## src/rtl/ps2_keyboard_matrix_if.sv

```systemverilog
// Pins between the keyboard/CPU side and the PS/2-to-ZX matrix converter.
// slave is the converter; master is whatever drives the pins and reads kd.
interface ps2_keyboard_matrix_if;
  logic       ps2_clk;
  logic       ps2_dat;
  logic [7:0] addr_hi;
  logic [4:0] kd;
  logic       frame_err;

  modport slave  (input ps2_clk, ps2_dat, addr_hi, output kd, frame_err);
  modport master (output ps2_clk, ps2_dat, addr_hi, input kd, frame_err);
endinterface

```

## src/rtl/ps2_keyboard_matrix.sv

```systemverilog
// PS/2 set-2 receiver feeding an 8x5 ZX Spectrum key matrix; kd is read combinationally
// from the held key state for whichever rows A15..A8 select.
module ps2_keyboard_matrix #(
  parameter int TIMEOUT_CYCLES = 2048
) (
  input  logic                  clk14,
  input  logic                  rst_n,
  ps2_keyboard_matrix_if.slave  bus
);
  localparam int IW = $clog2(TIMEOUT_CYCLES + 1);

  logic [2:0]        clk_s_q, clk_s_d;
  logic [1:0]        dat_s_q, dat_s_d;
  logic [3:0]        bit_cnt_q, bit_cnt_d;
  logic [10:0]       sh_q, sh_d;
  logic [IW-1:0]     idle_q, idle_d;
  logic              byte_vld_q, byte_vld_d;
  logic [7:0]        byte_q, byte_d;
  logic              frame_err_q, frame_err_d;
  logic              brk_q, brk_d, ext_q, ext_d;
  logic [7:0][4:0]   key_q, key_d;
  logic [5:0]        comp_q, comp_d;   // Bksp, Left, Down, Up, Right, RCtrl
  logic [7:0][4:0]   pressed;
  logic [4:0]        col_act;
  logic              fall, timeout;
  logic [10:0]       frame;
  logic [6:0]        m;

  // {valid, row, col} for non-extended single-position keys
  function automatic logic [6:0] map_code(input logic [7:0] c);
    case (c)
      8'h12, 8'h59: return {1'b1, 3'd0, 3'd0};
      8'h1A: return {1'b1, 3'd0, 3'd1};
      8'h22: return {1'b1, 3'd0, 3'd2};
      8'h21: return {1'b1, 3'd0, 3'd3};
      8'h2A: return {1'b1, 3'd0, 3'd4};
      8'h1C: return {1'b1, 3'd1, 3'd0};
      8'h1B: return {1'b1, 3'd1, 3'd1};
      8'h23: return {1'b1, 3'd1, 3'd2};
      8'h2B: return {1'b1, 3'd1, 3'd3};
      8'h34: return {1'b1, 3'd1, 3'd4};
      8'h15: return {1'b1, 3'd2, 3'd0};
      8'h1D: return {1'b1, 3'd2, 3'd1};
      8'h24: return {1'b1, 3'd2, 3'd2};
      8'h2D: return {1'b1, 3'd2, 3'd3};
      8'h2C: return {1'b1, 3'd2, 3'd4};
      8'h16: return {1'b1, 3'd3, 3'd0};
      8'h1E: return {1'b1, 3'd3, 3'd1};
      8'h26: return {1'b1, 3'd3, 3'd2};
      8'h25: return {1'b1, 3'd3, 3'd3};
      8'h2E: return {1'b1, 3'd3, 3'd4};
      8'h45: return {1'b1, 3'd4, 3'd0};
      8'h46: return {1'b1, 3'd4, 3'd1};
      8'h3E: return {1'b1, 3'd4, 3'd2};
      8'h3D: return {1'b1, 3'd4, 3'd3};
      8'h36: return {1'b1, 3'd4, 3'd4};
      8'h4D: return {1'b1, 3'd5, 3'd0};
      8'h44: return {1'b1, 3'd5, 3'd1};
      8'h43: return {1'b1, 3'd5, 3'd2};
      8'h3C: return {1'b1, 3'd5, 3'd3};
      8'h35: return {1'b1, 3'd5, 3'd4};
      8'h5A: return {1'b1, 3'd6, 3'd0};
      8'h4B: return {1'b1, 3'd6, 3'd1};
      8'h42: return {1'b1, 3'd6, 3'd2};
      8'h3B: return {1'b1, 3'd6, 3'd3};
      8'h33: return {1'b1, 3'd6, 3'd4};
      8'h29: return {1'b1, 3'd7, 3'd0};
      8'h14: return {1'b1, 3'd7, 3'd1};
      8'h3A: return {1'b1, 3'd7, 3'd2};
      8'h31: return {1'b1, 3'd7, 3'd3};
      8'h32: return {1'b1, 3'd7, 3'd4};
      default: return 7'd0;
    endcase
  endfunction

  // Receiver: frame bits land LSB-first, so after 11 shifts sh[0] is start and sh[10] stop
  always_comb begin
    clk_s_d     = {clk_s_q[1:0], bus.ps2_clk};
    dat_s_d     = {dat_s_q[0], bus.ps2_dat};
    fall        = clk_s_q[2] & ~clk_s_q[1];
    timeout     = (bit_cnt_q != 4'd0) && (idle_q == IW'(TIMEOUT_CYCLES - 1));
    frame       = {dat_s_q[1], sh_q[10:1]};
    bit_cnt_d   = bit_cnt_q;
    sh_d        = sh_q;
    idle_d      = (bit_cnt_q != 4'd0) ? idle_q + 1'b1 : '0;
    byte_vld_d  = 1'b0;
    byte_d      = byte_q;
    frame_err_d = 1'b0;
    if (timeout) begin
      frame_err_d = 1'b1;
      bit_cnt_d   = 4'd0;
      idle_d      = '0;
    end
    if (fall) begin
      idle_d = '0;
      if (!timeout && bit_cnt_q == 4'd10) begin
        bit_cnt_d = 4'd0;
        if (!frame[0] && (^frame[9:1]) && frame[10]) begin
          byte_vld_d = 1'b1;
          byte_d     = frame[8:1];
        end else begin
          frame_err_d = 1'b1;
        end
      end else begin
        sh_d      = frame;
        bit_cnt_d = timeout ? 4'd1 : bit_cnt_q + 4'd1;
      end
    end
  end

  // Decoder: prefixes latch, any other byte consumes and clears them
  always_comb begin
    brk_d  = brk_q;
    ext_d  = ext_q;
    key_d  = key_q;
    comp_d = comp_q;
    m      = map_code(byte_q);
    if (byte_vld_q) begin
      if (byte_q == 8'hF0) brk_d = 1'b1;
      else if (byte_q == 8'hE0) ext_d = 1'b1;
      else if (byte_q == 8'hAA) begin
        key_d  = '0;
        comp_d = '0;
        brk_d  = 1'b0;
        ext_d  = 1'b0;
      end else begin
        brk_d = 1'b0;
        ext_d = 1'b0;
        if (ext_q) begin
          case (byte_q)
            8'h6B:   comp_d[1] = ~brk_q;
            8'h72:   comp_d[2] = ~brk_q;
            8'h75:   comp_d[3] = ~brk_q;
            8'h74:   comp_d[4] = ~brk_q;
            8'h14:   comp_d[5] = ~brk_q;
            default: ;
          endcase
        end else if (byte_q == 8'h66) comp_d[0] = ~brk_q;
        else if (m[6]) key_d[m[5:3]][m[2:0]] = ~brk_q;
      end
    end
  end

  always_comb begin
    pressed        = key_q;
    pressed[0][0]  = key_q[0][0] | (|comp_q[4:0]);
    pressed[4][0]  = key_q[4][0] | comp_q[0];
    pressed[3][4]  = key_q[3][4] | comp_q[1];
    pressed[4][4]  = key_q[4][4] | comp_q[2];
    pressed[4][3]  = key_q[4][3] | comp_q[3];
    pressed[4][2]  = key_q[4][2] | comp_q[4];
    pressed[7][1]  = key_q[7][1] | comp_q[5];
    col_act = '0;
    for (int r = 0; r < 8; r++)
      if (!bus.addr_hi[r]) col_act = col_act | pressed[r];
    bus.kd = ~col_act;
  end

  assign bus.frame_err = frame_err_q;

  always_ff @(posedge clk14 or negedge rst_n) begin
    if (!rst_n) begin
      clk_s_q     <= 3'b111;
      dat_s_q     <= 2'b11;
      bit_cnt_q   <= '0;
      sh_q        <= '0;
      idle_q      <= '0;
      byte_vld_q  <= 1'b0;
      byte_q      <= '0;
      frame_err_q <= 1'b0;
      brk_q       <= 1'b0;
      ext_q       <= 1'b0;
      key_q       <= '0;
      comp_q      <= '0;
    end else begin
      clk_s_q     <= clk_s_d;
      dat_s_q     <= dat_s_d;
      bit_cnt_q   <= bit_cnt_d;
      sh_q        <= sh_d;
      idle_q      <= idle_d;
      byte_vld_q  <= byte_vld_d;
      byte_q      <= byte_d;
      frame_err_q <= frame_err_d;
      brk_q       <= brk_d;
      ext_q       <= ext_d;
      key_q       <= key_d;
      comp_q      <= comp_d;
    end
  end
endmodule
```

## src/flat_wrapper.sv

```systemverilog
// flat-port wrapper written by rule: the top's interface ports become plain ports
module ps2_keyboard_matrix_flat 
#(
  parameter int TIMEOUT_CYCLES = 2048
)
  (clk14, rst_n, bus_ps2_clk, bus_ps2_dat, bus_addr_hi, bus_kd, bus_frame_err);
  ps2_keyboard_matrix_if bus_i ();
  input  logic clk14;
  input  logic rst_n;
  input wire logic [$bits(bus_i.ps2_clk)-1:0] bus_ps2_clk;
  input wire logic [$bits(bus_i.ps2_dat)-1:0] bus_ps2_dat;
  input wire logic [$bits(bus_i.addr_hi)-1:0] bus_addr_hi;
  output wire logic [$bits(bus_i.kd)-1:0] bus_kd;
  output wire logic [$bits(bus_i.frame_err)-1:0] bus_frame_err;
  assign bus_i.ps2_clk = bus_ps2_clk;
  assign bus_i.ps2_dat = bus_ps2_dat;
  assign bus_i.addr_hi = bus_addr_hi;
  assign bus_kd = bus_i.kd;
  assign bus_frame_err = bus_i.frame_err;
  ps2_keyboard_matrix #(.TIMEOUT_CYCLES(TIMEOUT_CYCLES)) u_core (.clk14(clk14), .rst_n(rst_n), .bus(bus_i));
endmodule
```

## config.mk

```make
export PLATFORM = sky130hd
export DESIGN_NAME = ps2_keyboard_matrix_flat
export DESIGN_NICKNAME = d
export VERILOG_FILES = /design/src/rtl/ps2_keyboard_matrix_if.sv /design/src/rtl/ps2_keyboard_matrix.sv /design/src/flat_wrapper.sv
export SDC_FILE = /design/constraint.sdc
export NUM_CORES = 1
export LEC_CHECK = 0
export BUFFER_PORTS_ARGS = -buffer_cell sky130_fd_sc_hd__clkbuf_2
export CORE_AREA = 2 2 100 102
export DETAILED_ROUTE_END_ITERATION = 10
export DIE_AREA = 0 0 102 104
export GPL_ROUTABILITY_DRIVEN = 0
export PLACE_DENSITY = 0.84
export SLEW_MARGIN = 30
export SYNTH_ARGS = -nofsm -noshare
export SYNTH_HDL_FRONTEND = slang
export SYNTH_SLANG_ARGS = --single-unit
```

## constraint.sdc

```tcl
create_clock -name clk14 -period 3 [get_ports clk14]
set_input_delay 0.6 -clock clk14 [delete_from_list [all_inputs] [get_ports clk14]]
set_output_delay 0.6 -clock clk14 [all_outputs]
set_load 0.01 [all_outputs]
```

# --- Yosys cells after proc, flatten, opt, wreduce, memory -nomap -nowiden ---
# Memories as Yosys holds them, arrays and structs flattened.
# Index checks and enable logic that the tools add are counted.
op_classes:
  addsub: 2
  n_lt_le_gt_ge: 4
  eq_ne: 14
  n_mux: 44
  bitwise: 21
  n_reduce_logical: 31
ops:
  columns: ["op", "count"]
  rows:
  - ["$mux 40", 4]
  - ["$mux 5", 10]
  - ["$bwmux 40", 1]
  - ["$eq 8x7->1 const B", 5]
  - ["$mux 12", 3]
  - ["$or 5x5->5", 7]
  - ["$reduce_and 5->1", 6]
  - ["$eq 8x8->1 const B", 3]
  - ["$mux 1", 18]
  - ["$reduce_bool 2->1", 9]
  - ["$mux 4", 4]
  - ["$demux 5 s3", 1]
  - ["$add 12x1->12 const B", 1]
  - ["$eq 12x11->1 const B", 1]
  - ["$reduce_xor 9->1", 1]
  - ["$eq 8x5->1 const B", 1]
  - ["$lt 3x4->1 const B", 2]
  - ["$mux 7", 1]
  - ["$or 1x1->1", 7]
  - ["$ge 3x1->1 const B", 2]
  - ["$logic_and 1x1->1", 6]
  - ["$mux 6", 1]
  - ["$reduce_and 2->1", 3]
  - ["$reduce_and 6->1", 1]
  - ["12 further kinds", 18]
totals:
  regBits: 90
  rom_bits: 896
  in_bits: 12
  out_inout_bits: 6
  memories: 1
memory_table:
  columns: ["memory", "words", "width", "rd", "rd_ports_with_merged_regs", "write_ports", "line", "rtl"]
  rows:
  - ["(no name shown)", 128, 7, 1, 0, 0, "ps2_keyboard_matrix.sv:31", "case (c)"]

# --- Depth between registers and ports, before layout ---
logic_depth:
  depth_word: 18
  depth_mapped: 11
  mapped_depth_nobuf: 9

# --- Least setup slack after synthesis ---
# No wires, ideal clock.
synth_timing:
  path_kind: "reg-to-reg"
  from: "register u_core.byte_q[1]"
  to: "register u_core.key_q[32] in the netlist's numbering"
  setup_ns: 0.139
  arrival_ns: 2.651
  required_ns: 2.861
  path_slack_ns: 0.210
  stages_incl_launch_ff: 12
  path_buffers: 2
  cell_sequence: "dfrtp_1 buf_2 inv_1 ha_1 mux4_2 nand2b_1 o211ai_2 nand2_1 or3b_1 buf_2 o311ai_0 o31ai_1"
synth_via:
  elab_chain_cells: 13
  word_cells_on_any_way: 27
  classes_between: "4 x order compare; 6 x eq/ne; 10 x mux; 2 x bitwise; 4 x reduce/logical; 1 x memory"
synth_rtl:
  columns: ["item", "line", "rtl"]
  rows:
  - ["start: declaration", "ps2_keyboard_matrix.sv:18", "logic [7:0] byte_q, byte_d;"]
  - ["start signal: assignment", "ps2_keyboard_matrix.sv:182", "byte_q <= byte_d;"]
  - ["$mem_v2 128x7", null, null]
  - ["$mux 7", "ps2_keyboard_matrix.sv:31", null]
  - ["$lt 3x4->1 (implied by the code) or $ge 3x1->1 (tied branches)", "ps2_keyboard_matrix.sv:139", "else if (m[6]) key_d[m[5:3]][m[2:0]] = ~brk_q;"]
  - ["$logic_and 1x1->1 (implied by the code)", "ps2_keyboard_matrix.sv:139", null]
  - ["$mux 1 (implied by the code)", "ps2_keyboard_matrix.sv:139", null]
  - ["$demux 1 s3", null, null]
  - ["$mux 5 (implied by the code)", "ps2_keyboard_matrix.sv:139", null]
  - ["$demux 5 s3", null, null]
  - ["$bwmux 40", "ps2_keyboard_matrix.sv:139", null]
  - ["$mux 40", "ps2_keyboard_matrix.sv:139", null]
  - ["$mux 40", "ps2_keyboard_matrix.sv:138", "end else if (byte_q == 8'h66) comp_d[0] = ~brk_q;"]
  - ["$mux 40", "ps2_keyboard_matrix.sv:129", "if (ext_q) begin"]
  - ["$mux 40", "ps2_keyboard_matrix.sv:121", "else if (byte_q == 8'hAA) begin"]
  - ["end signal: assignment", "ps2_keyboard_matrix.sv:186", "key_q <= key_d;"]
  - ["end: declaration", "ps2_keyboard_matrix.sv:21", "logic [7:0][4:0] key_q, key_d;"]
# Several ways; a longest one is shown, not always the timed one. The select of a mux whose other input is x is not followed.
# A chain may end at the register's enable or synchronous reset.

# --- Worst setup path after layout ---
layout_timing:
  from: "register u_core.byte_q[3]"
  to: "register u_core.key_q[35] in the netlist's numbering"
# The elaborated chain is that of the path after synthesis.

==> out/metrics.cfg <==
[outcome]
status = finished, final reports clean

[clock_tree]
clock_sinks = 89
h-tree-depth = 3
clock_latency_ns = 0.38
cts_root_buffer = clkbuf_8
cts_inserted_buffers = 9
clockBufferDepth = 2
clkSlewWorstSetupHoldPaths_ns = 0.10
holdBufCountCts = 0
cts_tree = yes

[route]
wl_per_cell_um = 18.8
drt_iter0_markers = 461
wl_um = 13100
via_per_inst = 6.54
drc = 0
dr.pass1.iters = 7
detail-route-antenna-nets = 0
vias = 4575

[grt]
antenna_found_initial = 0
first_global_vias = 4389
grt_pass1_wl_um = 21400
grt_max_degree = 90
grt.overflow.total = 0
track_usage_pct = 25.3

[placement]
hpwl_um = 9130
dp_slack_ns = -0.104
placement.io_buffers = 17

[logic_synthesis]
synth_top_family_by_area = compound AO/OA/AOI/OAI gates
synth_top_area_cell = dfrtp_1
yosysMostFrequentCell = dfrtp_1
yosysWarnings = 0
synth_simple_gate_area_share_pct = 18.3
synthMuxAreaShare_pct = 5.54
synth_fa_ha_area_share_pct = 2.39
synth_xor_xnor_area_share_pct = 3.01
synth_area_per_cell_um2 = 9.75
synth_nets = 560
ys_seq_area_share_pct = 42.6
yosys_most_used_dff = dfrtp_1
syn_inst = 538
async_flop_share_pct = 100
synth-seq-cells = 89
synth_area_um2 = 5240
synth_compound_area_share_pct = 23.2
yosysUniqueCellTypes = 74
synthTopCellsByArea = dfrtp_1 40%, o211ai_1 4.3%, mux2_2 3.9%, nand2_1 2.9%, nor2_1 2.7%
synth_edf_count = 0
synthTopCellsByCount = 84 x dfrtp_1, 40 x nand2_1, 38 x nor2_1
yosys.area.top_type_share_pct = 40.1

[critical_path]
required_ns = 3.29
cpPeakStageDelay_ns = 0.62
path_class = register to register
cp_max_fo = 15
cp-end-kind = register
cpMostUsedCell = buf_4
r2r_end = u_core.key_q[35]
crit_slowest_cell = dfrtp_1
r2r-start = u_core.byte_q[3]
reg2reg_slack_ns = 0.04
arrival_ns = 3.25
startpoint_type = register
path_cells = buf_4, buf_4, nor4b_1, a2111oi_4, buf_4, buf_4, o31ai_1, nand4bb_4, o211ai_1, o21ai_0
r2r_cells = 10

[timing]
period_needed_ns = 2.96
max-slew-margin-rel_pct = 56.2
worst_slew_pin_slew_ns = 0.652
post-route-period-util_pct = 98.7
hold_viol = 0
max_freq_mhz = 338
finClkSkew_ns = 0.0180
rsz0062_at_grt = true
slew_viol_final = 0
setup_slack_ns = 0.0382
final-setup-viol-count = 0

[power]
max-vdd-ir-drop_v = 0.000514
power_leakage_nw = 2.41
p_per_area_nw_per_um2 = 560

[die]
die_w_um = 102
fp.dieH_um = 104
core_um2 = 9550
rows = 36
initial_utilization_pct = 54.9
die_area_um2 = 10600
num_io_pins = 18

[flow_run]
maxCapViolations = 0

[finish]
final_core_util_pct = 61.3
area_delta_synth_final_pct = 11.6
nFillCells = 786
drive_gt1_share_pct = 21.7
fin_nets = 584
diodes = 0

[worst_hold_path]
hold_class = input port to async pin

[layout by cell type, fill, tap and decap left out, types with 3 or more instances in the layout]
cell type	n
o21ai_1	12
nand2_1	40
or2_2	4
nor3b_1	3
a222oi_1	3
mux2_2	18
clkbuf_8	10
nand3_1	17
or3_1	6
xnor2_1	13
clkbuf_2	16
nor3_1	8
a21oi_2	5
a21oi_1	16
o211ai_2	7
mux4_2	3
a21o_1	4
buf_4	26
o22ai_1	8
o211ai_1	30
dfstp_2	5
or4_1	3
a22o_1	4
o311ai_0	3
nand4_1	8
a221oi_1	5
ha_1	9
inv_1	24
dfrtp_1	84
o31ai_1	9
xor2_1	5
a22oi_1	5
nand2b_1	11
nor2b_1	13
o21ai_0	18
o311ai_1	3
nor2_1	38
and3_1	8
o211a_1	3
[state kept, by name, indices dropped and copies added (netlist names), 2 cells and up]
signal and count:
u_core.bit_cnt_q 4, u_core.byte_q 8, u_core.clk_s_q 3, u_core.comp_q 6
u_core.dat_s_q 2, u_core.idle_q 12, u_core.key_q 40, u_core.sh_q 10
[per-stage QoR]
stage / area (um2) / total power, mW / cells / TNS [ns] / hold WS (ns)
5_1_grt: 5850 / 3.46 / 700 / -0.496 / 0.266
6_report: 5850 / 3.28 / 700 / 0 / 0.223
4_1_cts: 5690 / 3.24 / 693 / 0 / 0.258
3_5_place_dp: 5480 / 2.38 / 677 / -0.662 / 0.350
3_3_place_gp: 5480 / 2.33 / 677 / 0 / 0.347
2_1_floorplan: 5240 / 2.15 / 538 / 0 / 0.304
[logic make-up after synthesis]
| logic type | after synthesis |
|---|---|
| compound gates | 161 |
| simple gates | 183 |
| flops | 89 |
| buf+inv | 54 |
| mux | 23 |
| fa+ha+maj | 10 |
| xor+xnor | 18 |
[worst max path at each step]
stage                      from                to  slack (ns)  cells after the start
2_1_floorplan  u_core.byte_q[1]  u_core.key_q[32]        0.21                     11
3_3_place_gp   u_core.byte_q[0]  u_core.key_q[39]        0.06                      9
3_5_place_dp   u_core.byte_q[0]  u_core.key_q[29]       -0.10                      9
4_1_cts        u_core.byte_q[0]   u_core.key_q[8]        0.03                      9
5_1_grt        u_core.byte_q[0]   u_core.key_q[8]       -0.07                      9
6_report       u_core.byte_q[3]  u_core.key_q[35]        0.04                     10
[per-layer routing]
metal,track usage [%],wire length (um),vias up
met5,0,0,-
met4,10.8,597,0
met3,5.17,851,58
met2,41.6,6460,234
met1,32.2,5240,2238
li1,-,-,2045
[critical path, delay by kind of cell (launching register included)]
| kind | cells | cell delay, ns |
|---|---|---|
| AOI/OAI and AO/OA | 4 | 0.68 |
| buffers and inverters | 4 | 0.77 |
| DFF | 1 | 0.62 |
| and+or+nand+nor | 2 | 0.80 |
[layout make-up]
type                       count  area [um2]  area share (%)
multi-input combinational    395        2860            48.9
sequential                    89        2230            38.2
timing repair buffer          43         295            5.05
tap                          133         166            2.84
clock buffer                  10         138            2.35
inverter                      24        90.1            1.54
clock inverter                 6        65.1            1.11
[repair_timing]
action / 4_1_cts / 5_1_grt
setup endpoints to repair: 10 / 38
setup buffers: 0 / 7
resized for setup: 2 / 24
pin swaps: 0 / 6
[power breakdown]
| group | total (mW) | switching [mW] | internal, mW | leakage, nW |
|---|---|---|---|---|
| logic | 0.898 | 0.490 | 0.407 | 1.11 |
| clock network | 0.858 | 0.448 | 0.411 | 0.103 |
| registers | 1.52 | 0.189 | 1.33 | 1.20 |
| total | 3.28 | 1.13 | 2.15 | 2.41 |
(Power assumes the default switching activity.)
